--- config.mk ---
export PLATFORM = sky130hd
export DESIGN_NAME = ghash_seq_ctrl
export DESIGN_NICKNAME = d
export VERILOG_FILES = /design/src/rtl/ghash_seq_ctrl.sv
export SDC_FILE = /design/constraint.sdc
export NUM_CORES = 1
export LEC_CHECK = 0
export CORE_AREA = 4 4 306 308
export DETAILED_ROUTE_END_ITERATION = 16
export DIE_AREA = 0 0 310 312
export PLACE_DENSITY = 0.55
export SYNTH_ARGS = -nofsm -noshare
export SYNTH_HDL_FRONTEND = slang
export SYNTH_SLANG_ARGS = --single-unit
--- constraint.sdc ---
create_clock -name i_clock -period 10.31 [get_ports i_clock]
set_input_delay 2.062 -clock i_clock [delete_from_list [all_inputs] [get_ports i_clock]]
set_output_delay 2.062 -clock i_clock [all_outputs]
set_load 0.005 [all_outputs]
--- src/rtl/ghash_seq_ctrl.sv ---
// ghash_seq_ctrl: sequences AAD then ciphertext beats into the N-block GHASH datapath, zero-pads the final partial block, counts section lengths in bits, appends len(A)||len(C) and returns the hash. Optional protocol checking is built only with GHASH_SEQ_ERR_CHK_EN defined.
// Latency: 1 cycle from an accepted beat to o_gh_valid; o_hash_valid pulses GHASH_LATENCY+2 cycles after the LEN state is entered.
// Backpressure: o_ready is low from LEN through OUT and high again in IDLE; the datapath is never stalled and o_ready does not depend on it.
module ghash_seq_ctrl #(
    parameter int NB_BLOCK      = 128,
    parameter int N_BLOCKS      = 2,
    parameter int LOG2_N_BLOCKS = 1,
    parameter int NB_LEN        = 64,
    parameter int GHASH_LATENCY = 1
) (
    input  logic                         i_clock,
    input  logic                         i_reset,
    input  logic                         i_sof,
    input  logic                         i_aad_valid,
    input  logic                         i_txt_valid,
    input  logic                         i_last,
    input  logic                         i_no_txt,
    input  logic [N_BLOCKS-1:0]          i_block_en,
    input  logic [4:0]                   i_nbytes_last,
    input  logic [N_BLOCKS*NB_BLOCK-1:0] i_data_bus,
    output logic                         o_ready,
    output logic [N_BLOCKS*NB_BLOCK-1:0] o_gh_data_bus,
    output logic [N_BLOCKS-1:0]          o_gh_skip_bus,
    output logic                         o_gh_sop,
    output logic                         o_gh_valid,
    input  logic [NB_BLOCK-1:0]          i_gh_data_y,
    output logic [NB_BLOCK-1:0]          o_hash,
    output logic                         o_hash_valid,
    output logic                         o_error
);

    localparam int NB_BUS    = N_BLOCKS * NB_BLOCK;
    localparam int BLK_SHIFT = $clog2(NB_BLOCK);
    localparam int NB_WAIT   = (GHASH_LATENCY > 1) ? $clog2(GHASH_LATENCY) : 1;
    localparam int NB_IDX    = LOG2_N_BLOCKS + 1;

    typedef enum logic [2:0] {
        ST_IDLE,
        ST_AAD,
        ST_TXT,
        ST_LEN,
        ST_WAIT,
        ST_OUT
    } state_t;

    state_t                state_q, state_d;
    logic                  ready_q, ready_d;
    logic [NB_BUS-1:0]     gh_data_q, gh_data_d;
    logic [N_BLOCKS-1:0]   gh_skip_q, gh_skip_d;
    logic                  gh_sop_q, gh_sop_d;
    logic                  gh_valid_q, gh_valid_d;
    logic [NB_LEN-1:0]     len_aad_q, len_aad_d;
    logic [NB_LEN-1:0]     len_txt_q, len_txt_d;
    logic [NB_WAIT-1:0]    wait_cnt_q, wait_cnt_d;
    logic [NB_BLOCK-1:0]   hash_q, hash_d;
    logic                  hash_valid_q, hash_valid_d;

    logic                  acc;
    logic                  beat_txt;
    logic                  in_sec;
    logic                  fwd;
    logic [NB_IDX-1:0]     n_en;
    logic [NB_IDX-1:0]     hi_idx;
    logic [NB_BLOCK-1:0]   byte_mask;
    logic [NB_BUS-1:0]     data_pad;
    logic [NB_LEN:0]       add_bits;
    logic [NB_LEN:0]       sum_bits;
    logic [NB_LEN-1:0]     base_aad;
    logic [NB_LEN-1:0]     base_txt;
    logic [NB_LEN-1:0]     sat_bits;

    // Classify the presented beat, pad its last block and compute its bit-length contribution
    always_comb begin
        acc = ready_q & (i_aad_valid | i_txt_valid);
        // Both valids high count as text only while already in the text section
        beat_txt = i_txt_valid & ((state_q == ST_TXT) | ~i_aad_valid);
        in_sec   = ((state_q == ST_AAD) & ~beat_txt) | ((state_q == ST_TXT) & beat_txt);
        // i_sof (re)starts a frame from any accepting state; otherwise the beat must match the section
        fwd      = acc & (i_sof | in_sec);

        n_en   = '0;
        hi_idx = '0;
        for (int ii = 0; ii < N_BLOCKS; ii++) begin
            if (i_block_en[ii]) begin
                n_en   = n_en + 1'b1;
                hi_idx = NB_IDX'(ii);
            end
        end

        // Keep bytes 0..nbytes-1 (byte 0 sits at the MSBs)
        if (i_nbytes_last >= 5'd16) begin
            byte_mask = '1;
        end else begin
            byte_mask = ~({NB_BLOCK{1'b1}} >> {i_nbytes_last, 3'b000});
        end

        data_pad = i_data_bus;
        for (int ii = 0; ii < N_BLOCKS; ii++) begin
            if (i_last && (n_en != '0) && (hi_idx == NB_IDX'(ii))) begin
                data_pad[ii*NB_BLOCK +: NB_BLOCK] = i_data_bus[ii*NB_BLOCK +: NB_BLOCK] & byte_mask;
            end
        end

        if (n_en == '0) begin
            add_bits = '0;
        end else if (i_last) begin
            add_bits = ((NB_LEN+1)'(n_en - 1'b1) << BLK_SHIFT) + ((NB_LEN+1)'(i_nbytes_last) << 3);
        end else begin
            add_bits = (NB_LEN+1)'(n_en) << BLK_SHIFT;
        end

        base_aad = i_sof ? '0 : len_aad_q;
        base_txt = i_sof ? '0 : len_txt_q;
        sum_bits = (NB_LEN+1)'(beat_txt ? base_txt : base_aad) + add_bits;
        sat_bits = sum_bits[NB_LEN] ? '1 : sum_bits[NB_LEN-1:0];
    end

    // Frame sequencer next-state and next-output logic
    always_comb begin
        state_d      = state_q;
        gh_data_d    = gh_data_q;
        gh_skip_d    = gh_skip_q;
        gh_sop_d     = 1'b0;
        gh_valid_d   = 1'b0;
        len_aad_d    = len_aad_q;
        len_txt_d    = len_txt_q;
        wait_cnt_d   = wait_cnt_q;
        hash_d       = hash_q;
        hash_valid_d = 1'b0;

        case (state_q)
            ST_IDLE, ST_AAD, ST_TXT: begin
                if (fwd) begin
                    gh_valid_d = 1'b1;
                    gh_sop_d   = i_sof;
                    gh_data_d  = data_pad;
                    gh_skip_d  = ~i_block_en;
                    if (beat_txt) begin
                        len_aad_d = base_aad;
                        len_txt_d = sat_bits;
                    end else begin
                        len_aad_d = sat_bits;
                        len_txt_d = base_txt;
                    end
                    if (i_last) begin
                        state_d = (beat_txt | i_no_txt) ? ST_LEN : ST_TXT;
                    end else begin
                        state_d = beat_txt ? ST_TXT : ST_AAD;
                    end
                end
            end
            ST_LEN: begin
                gh_valid_d                = 1'b1;
                gh_data_d                 = '0;
                gh_data_d[NB_BLOCK-1:0]   = {len_aad_q, len_txt_q};
                gh_skip_d                 = '1;
                gh_skip_d[0]              = 1'b0;
                wait_cnt_d                = '0;
                state_d                   = ST_WAIT;
            end
            ST_WAIT: begin
                if (int'(wait_cnt_q) >= GHASH_LATENCY - 1) begin
                    state_d = ST_OUT;
                end else begin
                    wait_cnt_d = wait_cnt_q + 1'b1;
                end
            end
            ST_OUT: begin
                hash_d       = i_gh_data_y;
                hash_valid_d = 1'b1;
                state_d      = ST_IDLE;
            end
            default: begin
                state_d = ST_IDLE;
            end
        endcase

        ready_d = (state_d == ST_IDLE) || (state_d == ST_AAD) || (state_d == ST_TXT);
    end

    // State and registered outputs
    always_ff @(posedge i_clock) begin
        if (i_reset) begin
            state_q      <= ST_IDLE;
            ready_q      <= 1'b1;
            gh_data_q    <= '0;
            gh_skip_q    <= '1;
            gh_sop_q     <= 1'b0;
            gh_valid_q   <= 1'b0;
            len_aad_q    <= '0;
            len_txt_q    <= '0;
            wait_cnt_q   <= '0;
            hash_q       <= '0;
            hash_valid_q <= 1'b0;
        end else begin
            state_q      <= state_d;
            ready_q      <= ready_d;
            gh_data_q    <= gh_data_d;
            gh_skip_q    <= gh_skip_d;
            gh_sop_q     <= gh_sop_d;
            gh_valid_q   <= gh_valid_d;
            len_aad_q    <= len_aad_d;
            len_txt_q    <= len_txt_d;
            wait_cnt_q   <= wait_cnt_d;
            hash_q       <= hash_d;
            hash_valid_q <= hash_valid_d;
        end
    end

`ifdef GHASH_SEQ_ERR_CHK_EN
    logic err_q, err_d;
    logic bad_en, bad_nb, bad_state, sat_hit;

    // Sticky protocol error, cleared by the next accepted start of frame
    always_comb begin
        bad_en    = acc & (|(i_block_en & (i_block_en + 1'b1)));
        bad_nb    = acc & i_last & ((i_nbytes_last == 5'd0) | (i_nbytes_last > 5'd16));
        bad_state = acc & ~fwd;
        sat_hit   = fwd & sum_bits[NB_LEN];
        err_d     = err_q;
        if (acc & i_sof) begin
            err_d = 1'b0;
        end
        if (bad_en | bad_nb | bad_state | sat_hit) begin
            err_d = 1'b1;
        end
    end

    // Error flag register
    always_ff @(posedge i_clock) begin
        if (i_reset) begin
            err_q <= 1'b0;
        end else begin
            err_q <= err_d;
        end
    end

    assign o_error = err_q;
`else
    assign o_error = 1'b0;
`endif

    assign o_ready       = ready_q;
    assign o_gh_data_bus = gh_data_q;
    assign o_gh_skip_bus = gh_skip_q;
    assign o_gh_sop      = gh_sop_q;
    assign o_gh_valid    = gh_valid_q;
    assign o_hash        = hash_q;
    assign o_hash_valid  = hash_valid_q;

endmodule
==> out/results.txt <==
status -> finished, final reports clean
fmax -> 135 MHz
most common cell after layout, fill and taps aside -> clkdlybuf4s50_1
postcts setup bufs -> 0
Crit Path Category -> in -> reg
slew at the pin with the worst max-slew slack -> 1140 ps
IO buf count -> 787
vias per cell -> 5.10
hold_sp -> o_gh_data_bus[244]$_SDFFE_PP0P_
gr ovfl total -> 0
EDFF count, synth -> 0
top_reg_cell synth -> dfxtp_1
antenna-violating nets left -> 0
later-pin clock latency in the skew report -> 660 ps
first-pass GRT wire length -> 174 mm
wire per inst -> 25.9 µm
Die Wd -> 310 µm
# placed instances -> 4705
vias after detailed routing -> 24.6k
Cells after Synth -> 2904
placed cell area -> 32000 µm²
Rel. slew slack -> 0.241
max-slew violation count -> 0
hpwl dp -> 95.5 mm
Largest stage delay, worst path -> 720 ps
CP top delay family -> compound AO/OA/AOI/OAI gates
sequential share of the synthesized area -> 0.453
max_cap viols -> 0
worst hold stages -> 2
CTS sink count -> 521
arrival time worst endpoint -> 7950 ps
crit path buf inv count -> 5
Root Buffer -> clkbuf_16
hold_buf cts -> 0
Hold Crit Endpoint -> o_gh_data_bus[244]$_SDFFE_PP0P_
min cycle time layout -> 7400 ps
reg2reg end -> len_aad_q[63]$_SDFFE_PP0P_
clock buffer depth -> 3
vias in the first global route -> 23.0k
CTS H-Tree Depth -> 2
Worst Hold Slack -> 447 ps
worst reg2reg path depth -> 18
slowest CP cell -> xor2_4
DRC errors left -> 0
CTS tree -> built
Tightest Hold Check Type -> reg -> reg
initial drt markers -> 2542
P&R area growth vs syn -> 47.9%
drt pass-1 iters -> 8
reg2reg start -> state_q[2]$_SDFF_PP0_
Power Density -> 183 nW/µm²
fin nets -> 4047
CTS clk-pin slew, worst paths -> 60 ps
num rows -> 111
Initial Utilization -> 0.253
layout cells sized above 1 -> 0.0496
Avg Cell Area, Syn -> 7.94 µm²
Top cell by count, worst path -> ha_1
Die Y -> 312 µm
final hold vios -> 0
Synth Warn # -> 0
Synth cell types -> 77
crit-path cells -> clkdlybuf4s50_1, inv_1, ha_1, inv_1, ha_1, inv_1, ha_1, and2_2, buf_4, ha_1, a21oi_2, o21ai_1, a2111oi_2, nor2_1, nand4_1, or4b_4, o221ai_4, xor2_4, o21ai_0, a22o_1
Sum Neg Setup Slack -> 0 ps
FFs w/ async S/R, synth -> 0
mapped cell area -> 23000 µm²
Core ar. -> 91100 µm²
Die ar. -> 96700 µm²
Placer Congestion -> 0.931
worst path required time -> 10860 ps
Total GRT Usage -> 0.245
CTS Buf Count -> 61
largest net degree at the start of global routing -> 181
fin area -> 34100 µm²
WL final -> 125 mm
crit-path max FO -> 28
number of synthesized register bits -> 521
commonest cells after routing, fill and taps aside -> clkdlybuf4s50_1 (785), nand2_1 (682), dfxtp_1 (521), a21oi_1 (383), nor2_1 (231)
Worst Setup Slack, final -> 2910 ps
post-cts resize count -> 0
antenna violations before repair -> 21
skew final -> 29.0 ps
pre-CTS setup slack -> 2230 ps
Setup crit start kind -> input port
I/O pin count -> 789
CP Capture Type -> register
non-filler cells, final -> 4829
Setup-failing EPs final -> 0
worst reg2reg setup slack -> 4750 ps
RSZ-0062 raised after global routing -> false
Lkg Pwr -> 12.5 nW
Net Count, Synth -> 3369
maximum vdd drop -> 117 µV
final period utilization -> 0.718
## kinds of logic after synthesis
logic type / count (synthesis) / synth area share
compound gates: 903 / 0.248
xor+xnor: 51 / 0.0200
fa+ha+maj: 67 / 0.0367
buf+inv: 236 / 0.0402
flops: 521 / 0.453
mux: 6 / 0.00261
other cells: 1 / 0.000163
simple gates: 1119 / 0.200
## tightest hold or removal path, delay by kind of cell (launching register included)
family / cells / cell delay, ps
AOI/OAI and AO/OA: 1 / 50
and+or+nand+nor: 1 / 50
DFF: 1 / 310
## Yosys cell counts (all sizes together) (4+ instances only)
cell	n	area, µm²
nand2	686	2570
a222oi	63	631
dfxtp	521	10400
or2	6	37.5
a21o	24	180
a32oi	5	43.8
o21bai	11	82.6
o21a	8	60.1
o21ai	160	801
nor3b	4	30.0
o211ai	8	60.1
and2	14	87.6
xor2	25	226
a21oi	387	1940
xnor2	26	235
nor4	7	50.1
a22oi	129	968
o221ai	4	52.6
buf	24	128
nor2b	5	31.3
a211oi	5	37.5
nand2b	5	31.3
and3	11	68.8
inv	29	109
nor2	238	893
or3	8	50.1
a21boi	7	52.6
ha	66	826
nand3	88	440
mux2i	6	60.1
a22o	50	438
clkbuf	183	689
nand4	22	138
a31oi	12	75.1
nor3	12	60.1
## metal layers
| metal | part of all wire | track usage | wire (µm) | vias to the layer above |
|---|---|---|---|---|
| met1 | 0.44 | 0.336 | 55400 | 11800 |
| li1 | - | - | - | 11700 |
| met2 | 0.45 | 0.383 | 56700 | 1026 |
| met5 | 0.00010 | 0 | 13 | - |
| met3 | 0.080 | 0.0571 | 10100 | 120 |
| met4 | 0.022 | 0.0724 | 2770 | 2 |
## sequential cells by signal, indices dropped and copies added, names as in the netlist, 2 cells and up
| register | cells |
|---|---|
| o_gh_data_bus | 256 |
| o_hash | 128 |
| len_txt_q | 64 |
| o_gh_skip_bus | 2 |
| len_aad_q | 64 |
| state_q | 3 |
## how the worst max path moves through the flow
stage / slack (ps) / to / cells past startpoint / from
floorplan: 3180 / len_txt_q[34]$_SDFFE_PP0P_ / 21 / i_block_en[1]
global placement: 2260 / len_txt_q[5]$_SDFFE_PP0P_ / 20 / i_block_en[1]
detailed placement: 2230 / len_txt_q[63]$_SDFFE_PP0P_ / 20 / i_block_en[1]
CTS: 2940 / len_txt_q[63]$_SDFFE_PP0P_ / 20 / i_block_en[1]
global route: 2560 / len_aad_q[63]$_SDFFE_PP0P_ / 20 / i_block_en[1]
finish: 2910 / len_aad_q[63]$_SDFFE_PP0P_ / 20 / i_block_en[1]
## per-stage QoR
| step | util | power (mW) |
|---|---|---|
| 2_1_floorplan | - | 3.07 |
| 3_3_place_gp | 0.351 | 4.05 |
| 3_5_place_dp | 0.351 | 4.05 |
| 4_1_cts | 0.374 | 6.31 |
| 5_1_grt | 0.374 | 6.52 |
| 6_report | 0.374 | 6.25 |
## layout make-up
| type | instances | area, µm² |
|---|---|---|
| fillers | 9503 | 57000 |
| diodes | 14 | 35.0 |
| multi-input cells | 2147 | 11800 |
| well taps | 1186 | 1480 |
| flip-flops and latches | 521 | 10400 |
| inverters | 29 | 109 |
| clock inverters | 27 | 312 |
| clock buffers | 83 | 1740 |
| repair buffers | 822 | 8180 |
## report_power, final
group	internal (mW)	switching (mW)
Clock	1.31	0.943
Combinational	0.703	0.920
Sequential	2.23	0.146
Note: power is estimated with default switching activity, not from simulation.
